[src/rtl/updown_sweep_ctrl_pkg.sv]
// Shared definitions for the up/down sweep controller: state encoding and
// default widths for the counter and the completed-sweep tally.
package updown_sweep_ctrl_pkg;

  localparam int DEF_WIDTH   = 4;
  localparam int DEF_SWEEP_W = 8;

  typedef enum logic [2:0] {
    ST_IDLE  = 3'd0,
    ST_CLEAR = 3'd1,
    ST_RISE  = 3'd2,
    ST_FALL  = 3'd3,
    ST_DONE  = 3'd4
  } state_e;

endpackage

[src/rtl/updown_sweep_ctrl.sv]
// Triangle-sweep sequencer for an external up/down counter: clear, rise to the
// upper limit, dwell, fall to the lower limit, dwell, then finish or repeat.
module updown_sweep_ctrl
  import updown_sweep_ctrl_pkg::*;
#(
  parameter int WIDTH   = DEF_WIDTH,
  parameter int SWEEP_W = DEF_SWEEP_W
) (
  input  logic               clk,
  input  logic               reset_n,
  input  logic               start,
  input  logic               stop,
  input  logic               mode,
  input  logic [WIDTH-1:0]   lo_lim,
  input  logic [WIDTH-1:0]   hi_lim,
  input  logic [WIDTH-1:0]   count,
  output logic               cnt_clr,
  output logic               cnt_en,
  output logic               cnt_up_down,
  output logic               busy,
  output logic               done,
  output logic               cfg_err,
  output logic [SWEEP_W-1:0] sweeps
);

  state_e             state_q, state_d;
  logic [WIDTH-1:0]   lo_q, hi_q;
  logic               mode_q;
  logic [SWEEP_W-1:0] sweeps_q, sweeps_d;
  logic               cfg_err_q, cfg_err_d;
  logic               latch_cfg;

  function automatic logic [SWEEP_W-1:0] sat_inc(input logic [SWEEP_W-1:0] v);
    return (&v) ? v : v + SWEEP_W'(1);
  endfunction

  // Outputs depend on the live count so a step is never issued past a limit,
  // even when the counter was disturbed out of range.
  always_comb begin
    state_d     = state_q;
    sweeps_d    = sweeps_q;
    cfg_err_d   = 1'b0;
    latch_cfg   = 1'b0;
    cnt_clr     = 1'b0;
    cnt_en      = 1'b0;
    cnt_up_down = 1'b0;
    done        = 1'b0;
    case (state_q)
      ST_IDLE: begin
        if (start) begin
          if (lo_lim < hi_lim) begin
            latch_cfg = 1'b1;
            sweeps_d  = '0;
            state_d   = ST_CLEAR;
          end else begin
            cfg_err_d = 1'b1;
          end
        end
      end
      ST_CLEAR: begin
        cnt_clr = 1'b1;
        state_d = stop ? ST_IDLE : ST_RISE;
      end
      ST_RISE: begin
        cnt_up_down = 1'b1;
        if (stop)               state_d = ST_IDLE;
        else if (count >= hi_q) state_d = ST_FALL;
        else                    cnt_en  = 1'b1;
      end
      ST_FALL: begin
        if (stop) begin
          state_d = ST_IDLE;
        end else if (count <= lo_q) begin
          sweeps_d = sat_inc(sweeps_q);
          state_d  = mode_q ? ST_RISE : ST_DONE;
        end else begin
          cnt_en = 1'b1;
        end
      end
      ST_DONE: begin
        done    = 1'b1;
        state_d = ST_IDLE;
      end
      default: state_d = ST_IDLE;
    endcase
  end

  always_ff @(posedge clk or negedge reset_n) begin
    if (!reset_n) begin
      state_q   <= ST_IDLE;
      lo_q      <= '0;
      hi_q      <= '0;
      mode_q    <= 1'b0;
      sweeps_q  <= '0;
      cfg_err_q <= 1'b0;
    end else begin
      state_q   <= state_d;
      sweeps_q  <= sweeps_d;
      cfg_err_q <= cfg_err_d;
      if (latch_cfg) begin
        lo_q   <= lo_lim;
        hi_q   <= hi_lim;
        mode_q <= mode;
      end
    end
  end

  assign busy    = (state_q != ST_IDLE);
  assign cfg_err = cfg_err_q;
  assign sweeps  = sweeps_q;

endmodule

[config.mk]
export PLATFORM = sky130hd
export DESIGN_NAME = updown_sweep_ctrl
export DESIGN_NICKNAME = d
export VERILOG_FILES = /design/src/rtl/updown_sweep_ctrl_pkg.sv /design/src/rtl/updown_sweep_ctrl.sv
export SDC_FILE = /design/constraint.sdc
export NUM_CORES = 1
export LEC_CHECK = 0
export BUFFER_PORTS_ARGS = -buffer_cell sky130_fd_sc_hd__buf_2
export CORE_MARGIN = 1
export CORE_UTILIZATION = 50
export CTS_CLUSTER_SIZE = 16
export DETAILED_ROUTE_END_ITERATION = 10
export GPL_TIMING_DRIVEN = 0
export PLACE_DENSITY = 0.83
export RECOVER_POWER = 25
export SKIP_LAST_GASP = 1
export SLEW_MARGIN = 5
export SYNTH_ARGS = -nofsm -noshare
export SYNTH_HDL_FRONTEND = slang
export SYNTH_SLANG_ARGS = --single-unit
[constraint.sdc]
create_clock -name clk -period 4.15 [get_ports clk]
set_clock_uncertainty 0.15 [all_clocks]
set_input_delay 0.83 -clock clk [delete_from_list [all_inputs] [get_ports clk]]
set_output_delay 0.83 -clock clk [all_outputs]
set_load 0.02 [all_outputs]
; Yosys cells after proc, flatten, opt, wreduce, memory -nomap -nowiden
; Index checks and enable logic that the tools add are counted.
; Widths: inputs -> output; s select.
[word_totals]
reg_bits = 21
in_bits = 17
out_inout_bits = 14
wordCells = 56
[op_classes]
addsub = 1
order_cmp = 3
eq_ne = 11
muxes = 29
reduce_logical = 6
[ops]
columns = op, n
row1 = $mux 8, 5
row2 = $mux 3, 7
row3 = $pmux 8 s2, 1
row4 = $mux 1, 13
row5 = $pmux 3 s4, 1
row6 = $ne 2x2->1 const B, 5
row7 = $add 8x1->8 const B, 1
row8 = $reduce_and 8->1, 1
row9 = $eq 3x2->1 const B, 2
row10 = $ne 3x3->1 const B, 2
row11 = $reduce_and 6->1, 1
row12 = $ge 4x4->1, 1
row13 = $le 4x4->1, 1
row14 = $lt 4x4->1, 1
row15 = $reduce_and 4->1, 1
row16 = $eq 3x1->1 const B, 1
row17 = $eq 3x3->1 const B, 1
row18 = $logic_not 3->1, 1
row19 = $reduce_bool 3->1, 1
row20 = $mux 2, 1
row21 = $pmux 1 s2, 1
row22 = $reduce_bool 2->1, 1

; Logic depth before layout (Yosys ltp)
[depth]
depth_word = 5
ltp_mapped = 9
mapped_depth_nobuf = 8

; Least setup slack after synthesis
; Ideal clock, no wire load.
[synth_timing]
path_type = in2out
from = input count[0]
to = output cnt_en
arrival_ns = 2.015
path_slack_ns = 1.155
path_stages = 8
cell_sequence = inv_1 ha_1 nand2b_1 a21oi_1 nor2b_1 o21ai_0 nand2_1 a21oi_1
[synth_between]
elab_chain_len = 4
[synth_lines]
columns = element, line
row1 = start: declaration, updown_sweep_ctrl.sv:16  ; input logic [WIDTH-1:0] count,
row2 = $le 4x4->1 / $ge 4x4->1 (equally long branches), "updown_sweep_ctrl.sv:73, updown_sweep_ctrl.sv:67"
row3 = "$mux 1, on equally long branches", "updown_sweep_ctrl.sv:73, updown_sweep_ctrl.sv:67"
row4 = "$mux 1, on equally long branches", "updown_sweep_ctrl.sv:71, updown_sweep_ctrl.sv:66"
row5 = $pmux 1 s2 (*), updown_sweep_ctrl.sv:48  ; case (state_q)
row6 = end: declaration, updown_sweep_ctrl.sv:18  ; output logic cnt_en,
; Every way passes the cells marked *; elsewhere a longest branch is shown, timed or not.

; Worst setup path after layout
[layout_timing]
from = input count[1]
to = output cnt_en
; The elaborated chain is that of the path after synthesis.

==> results.cfg <==
[timing]
maxSlewViolCount = 0
setup_repair_after_global_routing_missed_its_margin = false
period_needed_ns = 3.142
period_share_pct = 75.72
setup_viol = 0
fin_tns_setup_ns = 0
peak_clock_frequency_supported_by_timing_mhz = 318.2
worst-slew-pin-transition_ns = 1.122
finalHoldViolations = 0
finalWorstSetupSlack_ns = 1.008
slew_headroom_pct = 25.20

[clock_tree]
tritoncts_num_sinks = 21
clock_latency_ns = 0.31
post_cts_resized = 0
h-tree-depth = 1
post-cts-setup-buffer-count = 0
hold_buffers = 0
clk_path_buf_depth = 2
tritoncts = yes
cts_made_buffers = 3
clkSlewWorstSetupHoldPaths_ns = 0.13
clock-root-buffer = sky130_fd_sc_hd__clkbuf_4

[placed_design]
dp_cells = 197
hpwl_mm = 2.081
gpl_wtd_cong = 0.8515
dp_slack_ns = 1.011
numPortBuffers = 30

[outcome]
status = complete, no violations

[drt]
post_route_antenna_net_violation_count = 0
routed_vias = 1147
routed_wirelength_mm = 2.727
routedWlPerCell_um = 13.57
post_detailed_route_via_to_cell_ratio = 5.706
number_of_detailed_routing_iterations_run_before_antenna_repair = 4
number_of_drc_markers_after_the_initial_detailed_route_iteration = 25
drcViolationCount = 0

[synthesis]
seq_area_frac_synth_pct = 41.06
yosysWarningCount = 0
postSynthNetCount = 168
post-synth-top-area-fraction_pct = 41.06
synth_top_area_cell = sky130_fd_sc_hd__dfrtp_1
post_synthesis_mean_instance_area_um2 = 9.208
synth_enable_flop_cells = 0
syn_inst = 139
synth_area_leaders = sky130_fd_sc_hd__dfrtp_1 41%, sky130_fd_sc_hd__ha_1 12%, sky130_fd_sc_hd__o21ai_0 7.8%
yosys_register_bits = 21
mapped_area_um2 = 1280
synth_cell_types = 36
synth-async-reset-ratio_pct = 100.0
synth_flop_cell = sky130_fd_sc_hd__dfrtp_1

[finish]
flow.area_growth_from_synthesis_pct = 16.52
layout_commonest_cell = sky130_fd_sc_hd__buf_2
mostFrequentLayoutCells = 31 x sky130_fd_sc_hd__buf_2, 21 x sky130_fd_sc_hd__dfrtp_1, 20 x sky130_fd_sc_hd__o21ai_0
num-nets-final = 203
final-instance-count-excl-fill = 201
postLayoutCoreUtil_pct = 64.33
drive_gt1_share_pct = 25.43
insertedDiodeCount = 0

[grt]
maximum_number_of_pins_on_one_net_before_global_route_repair = 22
gr-usage-all-layers_pct = 23.45
grt_first_pass_wirelength_mm = 4.705
grt_antenna_before_repair = 0
grt-ovfl-total = 0
grt_pass1_vias = 1062

[die]
placeableCoreArea_um2 = 2318
boundaryPins = 31
die-width_um = 52.60
floorplan.rows = 17
initial_core_util_pct = 55.21
die_footprint_um2 = 2766
die-height_um = 52.60

[worst_setup_path]
endpoint_kind = output pin
critPathArrivalTime_ns = 2.16
required_worst_endpoint_ns = 3.17
worstSetupPathType = input pin to output pin
cp-start-kind = input pin
critical_path_peak_fanout = 3

[job]
drv_cap = 0

[power]
post-layout-total-power_mw = 0.7312
total_leakage_power_nw = 0.7862
largest_vdd_supply_drop_mv = 0.3230
power_density_nw_per_um2 = 490.3

[min_path]
hold_path_class = register to register
==> report_power, final <==
group / internal [mW] / total [mW] / switching, mW
sequential: 0.261 / 0.298 / 0.0369
combinational: 0.136 / 0.330 / 0.194
clock: 0.0360 / 0.103 / 0.0669
==> routing by layer <==
metal | global-route usage (%) | up-vias | wire length [um]
li1 | - | 564 | -
met1 | 33.46 | 542 | 1235
met2 | 35.23 | 37 | 1321
met3 | 3.768 | 4 | 147
met4 | 9.211 | 0 | 22
met5 | 0 | - | 0
==> state kept, by name (all words and copies together) (netlist names) <==
name / cells
state_q: 3
mode_q: 1
hi_q: 4
cfg_err: 1
lo_q: 4
sweeps: 8
==> logic make-up (layout without fill, tap and decap cells) <==
| kind of cell | count (synthesis) | count (layout) | share of synthesized area (%) |
|---|---|---|---|
| buffers and inverters | 16 | 50 | 5.474 |
| flip-flops | 21 | 21 | 41.06 |
| multiplexers | 3 | 3 | 2.639 |
| AO/OA/AOI/OAI | 42 | 42 | 21.12 |
| adder cells (fa/ha/maj) | 12 | 12 | 11.73 |
| AND/OR/NAND/NOR | 45 | 45 | 17.99 |
==> synthesized netlist by cell type, types with 2 or more instances <==
library cell,number
sky130_fd_sc_hd__nand2b_1,2
sky130_fd_sc_hd__o21ai_0,20
sky130_fd_sc_hd__a21o_1,3
sky130_fd_sc_hd__dfrtp_1,21
sky130_fd_sc_hd__ha_1,12
sky130_fd_sc_hd__mux2_2,3
sky130_fd_sc_hd__inv_1,12
sky130_fd_sc_hd__nand3_1,4
sky130_fd_sc_hd__nor2_1,8
sky130_fd_sc_hd__nand4_1,2
sky130_fd_sc_hd__nand2_1,15
sky130_fd_sc_hd__and3_1,2
sky130_fd_sc_hd__buf_2,2
sky130_fd_sc_hd__a21oi_1,10
sky130_fd_sc_hd__nor2b_1,2
==> area by class of cell <==
cell class,count,area [um^2]
flip-flops and latches,21,525.5
well taps,28,35.03
plain buffers,4,25.02
fillers,202,827.0
clock inverters,1,5.005
clock buffers,3,22.52
multi-input cells,102,684.4
repair buffers,30,148.9
inverters,12,45.04
==> final timing paths <==
| kind | startpoint | endpoint | slack, ns | cells after the start |
|---|---|---|---|---|
| setup reg to reg | lo_q[1] | sweeps[7] | 2.02 | 8 |
| hold reg to reg | mode_q | state_q[2] | 0.34 | 1 |
| min in group asynchronous | reset_n | hi_q[0] | 0.55 | 1 |
| max in group asynchronous | reset_n | sweeps[4] | 2.63 | 1 |
| setup / recovery | count[1] | cnt_en | 1.01 | 8 |
| hold / removal | mode_q | state_q[2] | 0.34 | 1 |
==> stage by stage <==
stage          instance area [um^2]  hold slack, ns
6_report                       1491          0.3436
5_1_grt                        1491          0.3525
4_1_cts                        1493          0.3069
3_5_place_dp                   1465          0.3096
3_3_place_gp                   1465          0.3013
2_1_floorplan                  1280          0.2727
==> worst max-delay path: stages <==
cell	delay, ns
sky130_fd_sc_hd__buf_2	0.11
sky130_fd_sc_hd__ha_1	0.29
sky130_fd_sc_hd__nor2b_1	0.13
sky130_fd_sc_hd__o211ai_1	0.11
sky130_fd_sc_hd__a21boi_0	0.24
sky130_fd_sc_hd__nand2_1	0.13
sky130_fd_sc_hd__a21oi_1	0.14
sky130_fd_sc_hd__buf_2	0.18
Note: power is estimated with default switching activity, not from simulation.
